<file path="src/rtl/counter_pkg.sv">
// rtl/counter_pkg.sv - shared types, widths and the counter reference rule
package counter_pkg;

    localparam int CNT_W = 8;

    typedef enum logic [1:0] {
        CMD_HOLD = 2'b00,
        CMD_LOAD = 2'b01,
        CMD_UP   = 2'b10,
        CMD_DOWN = 2'b11
    } cmd_op_e;

    typedef struct packed {
        cmd_op_e          op;
        logic [3:0]       len;
        logic [CNT_W-1:0] data;
    } cmd_t;

    // Next data_out of the loadable up/down counter given the pins it saw last cycle.
    function automatic logic [CNT_W-1:0] cnt_next(
        input logic [CNT_W-1:0] cur,
        input logic             ld_n,
        input logic             enb,
        input logic             updn,
        input logic [CNT_W-1:0] din
    );
        if (!ld_n) begin
            return din;
        end else if (enb) begin
            return updn ? cur + 8'd1 : cur - 8'd1;
        end
        return cur;
    endfunction

endpackage

</file>
<file path="src/rtl/cmd_fifo.sv">
// rtl/cmd_fifo.sv - DEPTH-entry command FIFO with extra-bit wrap pointers
module cmd_fifo
    import counter_pkg::*;
#(
    parameter int DEPTH = 4
) (
    input  logic clk,
    input  logic rst_,
    input  logic push,
    input  cmd_t push_data,
    input  logic pop,
    output cmd_t pop_data,
    output logic full,
    output logic empty
);

    localparam int AW = $clog2(DEPTH);

    logic [AW:0] wr_q, wr_d;
    logic [AW:0] rd_q, rd_d;
    logic        do_push;
    logic        do_pop;
    cmd_t        mem_q [DEPTH];

    assign empty    = (wr_q == rd_q);
    assign full     = (wr_q[AW] != rd_q[AW]) && (wr_q[AW-1:0] == rd_q[AW-1:0]);
    assign do_push  = push && !full;
    assign do_pop   = pop && !empty;
    assign pop_data = mem_q[rd_q[AW-1:0]];

    always_comb begin
        wr_d = wr_q;
        rd_d = rd_q;
        if (do_push) begin
            wr_d = wr_q + {{AW{1'b0}}, 1'b1};
        end
        if (do_pop) begin
            rd_d = rd_q + {{AW{1'b0}}, 1'b1};
        end
    end

    always_ff @(posedge clk or negedge rst_) begin
        if (!rst_) begin
            wr_q <= '0;
            rd_q <= '0;
        end else begin
            wr_q <= wr_d;
            rd_q <= rd_d;
        end
    end

    // Storage needs no reset; the pointers alone define what is valid.
    always_ff @(posedge clk) begin
        if (do_push) begin
            mem_q[wr_q[AW-1:0]] <= push_data;
        end
    end

endmodule

</file>
<file path="src/rtl/counter_stim_sequencer.sv">
// rtl/counter_stim_sequencer.sv - expands queued commands into counter pin drive plus expected data_out
module counter_stim_sequencer
    import counter_pkg::*;
#(
    parameter int DEPTH = 4
) (
    input  logic             clk,
    input  logic             rst_,
    input  logic             cmd_valid,
    output logic             cmd_ready,
    input  cmd_op_e          cmd_op,
    input  logic [3:0]       cmd_len,
    input  logic [CNT_W-1:0] cmd_data,
    output logic             ld_cnt_,
    output logic             updn_cnt,
    output logic             count_enb,
    output logic [CNT_W-1:0] data_in,
    output logic [CNT_W-1:0] exp_data,
    output logic             busy
);

    localparam logic [0:0] ST_IDLE  = 1'b0;
    localparam logic [0:0] ST_ISSUE = 1'b1;

    logic [0:0]       state_q, state_d;
    logic [3:0]       rem_q, rem_d;
    logic             ld_q, ld_d;
    logic             up_q, up_d;
    logic             en_q, en_d;
    logic [CNT_W-1:0] din_q, din_d;
    logic [CNT_W-1:0] exp_q, exp_d;

    cmd_t head;
    cmd_t push_cmd;
    logic fifo_full;
    logic fifo_empty;
    logic pop;

    assign push_cmd = '{op: cmd_op, len: cmd_len, data: cmd_data};

    cmd_fifo #(.DEPTH(DEPTH)) u_fifo (
        .clk       (clk),
        .rst_      (rst_),
        .push      (cmd_valid),
        .push_data (push_cmd),
        .pop       (pop),
        .pop_data  (head),
        .full      (fifo_full),
        .empty     (fifo_empty)
    );

    always_comb begin
        state_d = state_q;
        rem_d   = rem_q;
        ld_d    = ld_q;
        up_d    = up_q;
        en_d    = en_q;
        din_d   = din_q;
        pop     = 1'b0;
        if (state_q == ST_ISSUE && rem_q != 4'd0) begin
            rem_d = rem_q - 4'd1;
        end else if (!fifo_empty) begin
            // Popping straight from the last cycle of a command keeps commands abutted.
            pop     = 1'b1;
            state_d = ST_ISSUE;
            rem_d   = head.len;
            ld_d    = 1'b1;
            up_d    = 1'b0;
            en_d    = 1'b0;
            din_d   = '0;
            case (head.op)
                CMD_LOAD: begin
                    ld_d  = 1'b0;
                    din_d = head.data;
                end
                CMD_UP: begin
                    en_d = 1'b1;
                    up_d = 1'b1;
                end
                CMD_DOWN: en_d = 1'b1;
                default: ;
            endcase
        end else begin
            state_d = ST_IDLE;
            rem_d   = 4'd0;
            ld_d    = 1'b1;
            up_d    = 1'b0;
            en_d    = 1'b0;
            din_d   = '0;
        end
        exp_d = cnt_next(exp_q, ld_q, en_q, up_q, din_q);
    end

    always_ff @(posedge clk or negedge rst_) begin
        if (!rst_) begin
            state_q <= ST_IDLE;
            rem_q   <= 4'd0;
            ld_q    <= 1'b1;
            up_q    <= 1'b0;
            en_q    <= 1'b0;
            din_q   <= '0;
            exp_q   <= '0;
        end else begin
            state_q <= state_d;
            rem_q   <= rem_d;
            ld_q    <= ld_d;
            up_q    <= up_d;
            en_q    <= en_d;
            din_q   <= din_d;
            exp_q   <= exp_d;
        end
    end

    assign cmd_ready = !fifo_full;
    assign ld_cnt_   = ld_q;
    assign updn_cnt  = up_q;
    assign count_enb = en_q;
    assign data_in   = din_q;
    assign exp_data  = exp_q;
    assign busy      = (state_q == ST_ISSUE) || !fifo_empty;

endmodule

</file>
<file path="config.mk">
export PLATFORM = sky130hd
export DESIGN_NAME = counter_stim_sequencer
export DESIGN_NICKNAME = d
export VERILOG_FILES = /design/src/rtl/counter_pkg.sv /design/src/rtl/cmd_fifo.sv /design/src/rtl/counter_stim_sequencer.sv
export SDC_FILE = /design/constraint.sdc
export NUM_CORES = 1
export LEC_CHECK = 0
export CORE_MARGIN = 2
export CORE_UTILIZATION = 50
export CTS_CLUSTER_DIAMETER = 80
export DETAILED_ROUTE_END_ITERATION = 16
export PLACE_DENSITY = 0.74
export SETUP_SLACK_MARGIN = 0.15
export SLEW_MARGIN = 20
export SYNTH_ARGS = -nofsm -noshare
export SYNTH_HDL_FRONTEND = slang
export SYNTH_SLANG_ARGS = --single-unit
export TNS_END_PERCENT = 50
</file>
<file path="constraint.sdc">
create_clock -name clk -period 2.1 [get_ports clk]
set_input_delay 0.42 -clock clk [delete_from_list [all_inputs] [get_ports clk]]
set_output_delay 0.42 -clock clk [all_outputs]
set_load 0.01 [all_outputs]
</file>
==> results.yml <==
run_status:
  outcome: "complete, no violations"
worst_setup_path:
  path_max_fanout: 6
  crit_type: "reg -> out"
  required_ns: 1.68
  startpoint_type: "flop"
  cp.arrival_ns: 1.48
  rr_endpoint: "exp_data[7]"
  regToRegSetupSlack_ns: 0.24
  crit_family: "flip-flops"
  crit_slowest_cell: "dfrtp_1"
  ff2ff_path_depth: 7
  end_kind: "output pin"
  critPathBufInv: 1
  reg2reg_from: "updn_cnt"
  worstPathCellList: "xor2_2 > nor2_1 > nand2_2 > dlygate4sd2_1"
  cpPeakStageDelay_ns: 0.41
yosys:
  synth_xor_area_share_pct: 2.82
  synthMuxAreaShare_pct: 10.4
  yosysTopAreaCellShare_pct: 45.1
  ys_types: 44
  synth_compound_area_share_pct: 6.88
  yosys_warnings: 0
  ys_seq_area_share_pct: 65.2
  synth-edff-count: 56
  yosys_register_bits: 86
  netlist_area_um2: 3730
  synth-simple-area-share_pct: 7.82
  synth.area.top_cells: "edfxtp_1, dfrtp_1, mux4_2"
  synth_top_family_by_area: "multiplexers"
  async_flop_share_pct: 34.9
  syn_area_per_cell_um2: 15.0
  synth_fa_ha_area_share_pct: 4.56
  yosysTopAreaCell: "edfxtp_1"
  synthCells: 249
  synth_fp_nets: 279
  synthFlopType: "edfxtp_1"
global_routing:
  grt_pass1_vias: 2131
  track_usage_pct: 17.4
  grt_max_degree: 31
  gr-total-overflow: 0
  use_met3_pct: 4.09
  antenna_found_initial: 0
  use_met1_pct: 25.0
  grt_pass1_wl_um: 11000
  grt.met2_usage_pct: 26.3
  grt.busiest_layer: "met2"
place:
  place_congestion: 0.894
  dp_hpwl_um: 4340
  place_area_um2: 4270
  place_inst: 388
  port_buffers: 37
routing:
  via_per_inst: 5.38
  drc_errors: 0
  num_vias: 2206
  wl_um: 6620
  drtIter0Drc: 161
  antenna_left: 0
  wl_per_cell_um: 16.2
  drtPass1Iterations: 4
power_and_ir_drop:
  p_switching_mw: 2.60
  p_comb_share_pct: 47.3
  p_sw_share_pct: 36.0
  pwr-share-seq_pct: 37.8
  p_int_mw: 4.62
  power.leakage_nw: 1.74
  ir_drop_uv: 747
  clkPwrFrac_pct: 14.9
  power_density_nw_per_um2: 1560
timing:
  relSlewSlack_pct: 66.9
  tns_ns: 0
  tightest_slew_ns: 0.493
  finalHoldViolCount: 0
  setup_viol: 0
  clock_skew_ns: 0.00979
  hold_ws_ns: 0.453
  max_freq_ghz: 0.526
  drv_slew: 0
  rsz0062_at_grt: "true"
  fin_crit_sh_pct: 90.6
  final.min_clock_period_ns: 1.90
clock_network:
  cts_buffer_depth: 2
  worstSkewPairLatency_ns: 0.35
  clockRootBuffer: "clkbuf_8"
  tritoncts: "yes"
  cts_buffers: 9
  clkSinkCount: 86
  cts.clk_slew.worst_paths_ns: 0.09
  hold_buffers: 0
  ctsHtreeMaxLevel: 3
layout:
  area_growth_pct: 23.9
  final_layout_size_suffix_gt1_share_pct: 23.5
  final_area_um2: 4620
  layout_common_cells: "edfxtp_1, clkdlybuf4s50_1, dfrtp_1"
  fill_cells: 533
  final_cells: 410
  final-seq-area_um2: 2440
  multi_input_area_um2: 1330
  final_common_cell: "edfxtp_1"
  fin_nets: 336
  finalCoreUtilization_pct: 63.7
  antenna_cells: 0
job:
  maxCapViolations: 0
die:
  io_pins: 38
  die_y_um: 90.4
  start_util_pct: 51.4
  fp-row-count: 31
  chipWidth_um: 90.4
  core-area_um2: 7250
  dieArea_um2: 8170
hold_path:
  hold_path_class: "in -> async"
## worst max-delay path by stage
stage                              to  slack (ns)           start  cells past startpoint
final                       cmd_ready        0.20  u_fifo.rd_q[1]                      4
after floorplan           exp_data[7]        0.19        updn_cnt                      7
after CTS                 exp_data[7]        0.07        updn_cnt                      7
after global placement    exp_data[7]        0.14        updn_cnt                      7
after detailed placement  exp_data[7]        0.09        updn_cnt                      7
after global routing        cmd_ready        0.10  u_fifo.rd_q[1]                      4
## worst reg2reg max path: stages (launching register included)
cell and delay [ns]:
dfrtp_2 0.47, inv_8 0.13, ha_4 0.22, a211oi_4 0.25, nor3_2 0.07, or3_4 0.33
a211o_1 0.26, nand4_1 0.08
## registers in the layout, indices dropped and copies added, names as in the netlist
register,count
count_enb,1
data_in,8
exp_data,8
ld_cnt_,1
rem_q,4
state_q,1
u_fifo.mem_q,56
u_fifo.rd_q,3
u_fifo.wr_q,3
updn_cnt,1
## repair_timing
| action | 4_1_cts | 5_1_grt |
|---|---|---|
| gates resized for setup | 7 | 20 |
| pin swaps | 1 | 7 |
| endpoints found under the setup margin | 5 | 5 |
| setup buffers | 3 | 3 |
## through the flow
step	setup slack, ns	power [mW]
floorplan	0.193	4.78
global placement	0.136	5.70
detailed placement	0.0911	5.80
CTS	0.0748	6.93
global route	0.103	7.75
finish	0.197	7.22
## power groups by stage
| stage | Sequential (mW) | Combinational [mW] | Clock (mW) |
|---|---|---|---|
| after floorplan | 2.74 | 2.03 | 0 |
| after global placement | 2.73 | 2.98 | 0 |
| after detailed placement | 2.75 | 3.04 | 0 |
| after CTS | 2.70 | 3.13 | 1.10 |
| after global routing | 2.80 | 3.77 | 1.18 |
| final | 2.73 | 3.42 | 1.08 |
## logic make-up (layout without fill, tap and decap cells)
group | Yosys count | count (layout)
AO/OA/AOI/OAI | 41 | 41
adder cells (fa/ha/maj) | 13 | 13
buffers and inverters | 21 | 83
AND/OR/NAND/NOR | 55 | 55
multiplexers | 21 | 21
flip-flops | 86 | 86
XOR/XNOR | 12 | 12
## per-layer routing
layer	routed length [µm]	share of wire, %
met4	94	1.4
met1	3130	47
met3	261	3.9
met5	0	0
met2	3140	47
## cells in the mapped netlist, drive strengths merged (4+ instances only)
cell type and number:
xnor2 7, inv 13, xor2 5, nand2 18, buf 5, and3 5, mux4 14, nand3 7
ha 12, a21oi 10, nor2 9, mux2i 5, o21ai 15, edfxtp 56, dfrtp 29, nor3 4
## area by class of cell
type / instances / area share [%]
clock inverters: 5 / 0.894
well taps: 99 / 2.68
inverters: 14 / 1.30
clock buffers: 11 / 3.06
repair buffers: 53 / 10.5
multi-input cells: 142 / 28.8
flip-flops and latches: 86 / 52.8
(Power assumes the default switching activity.)
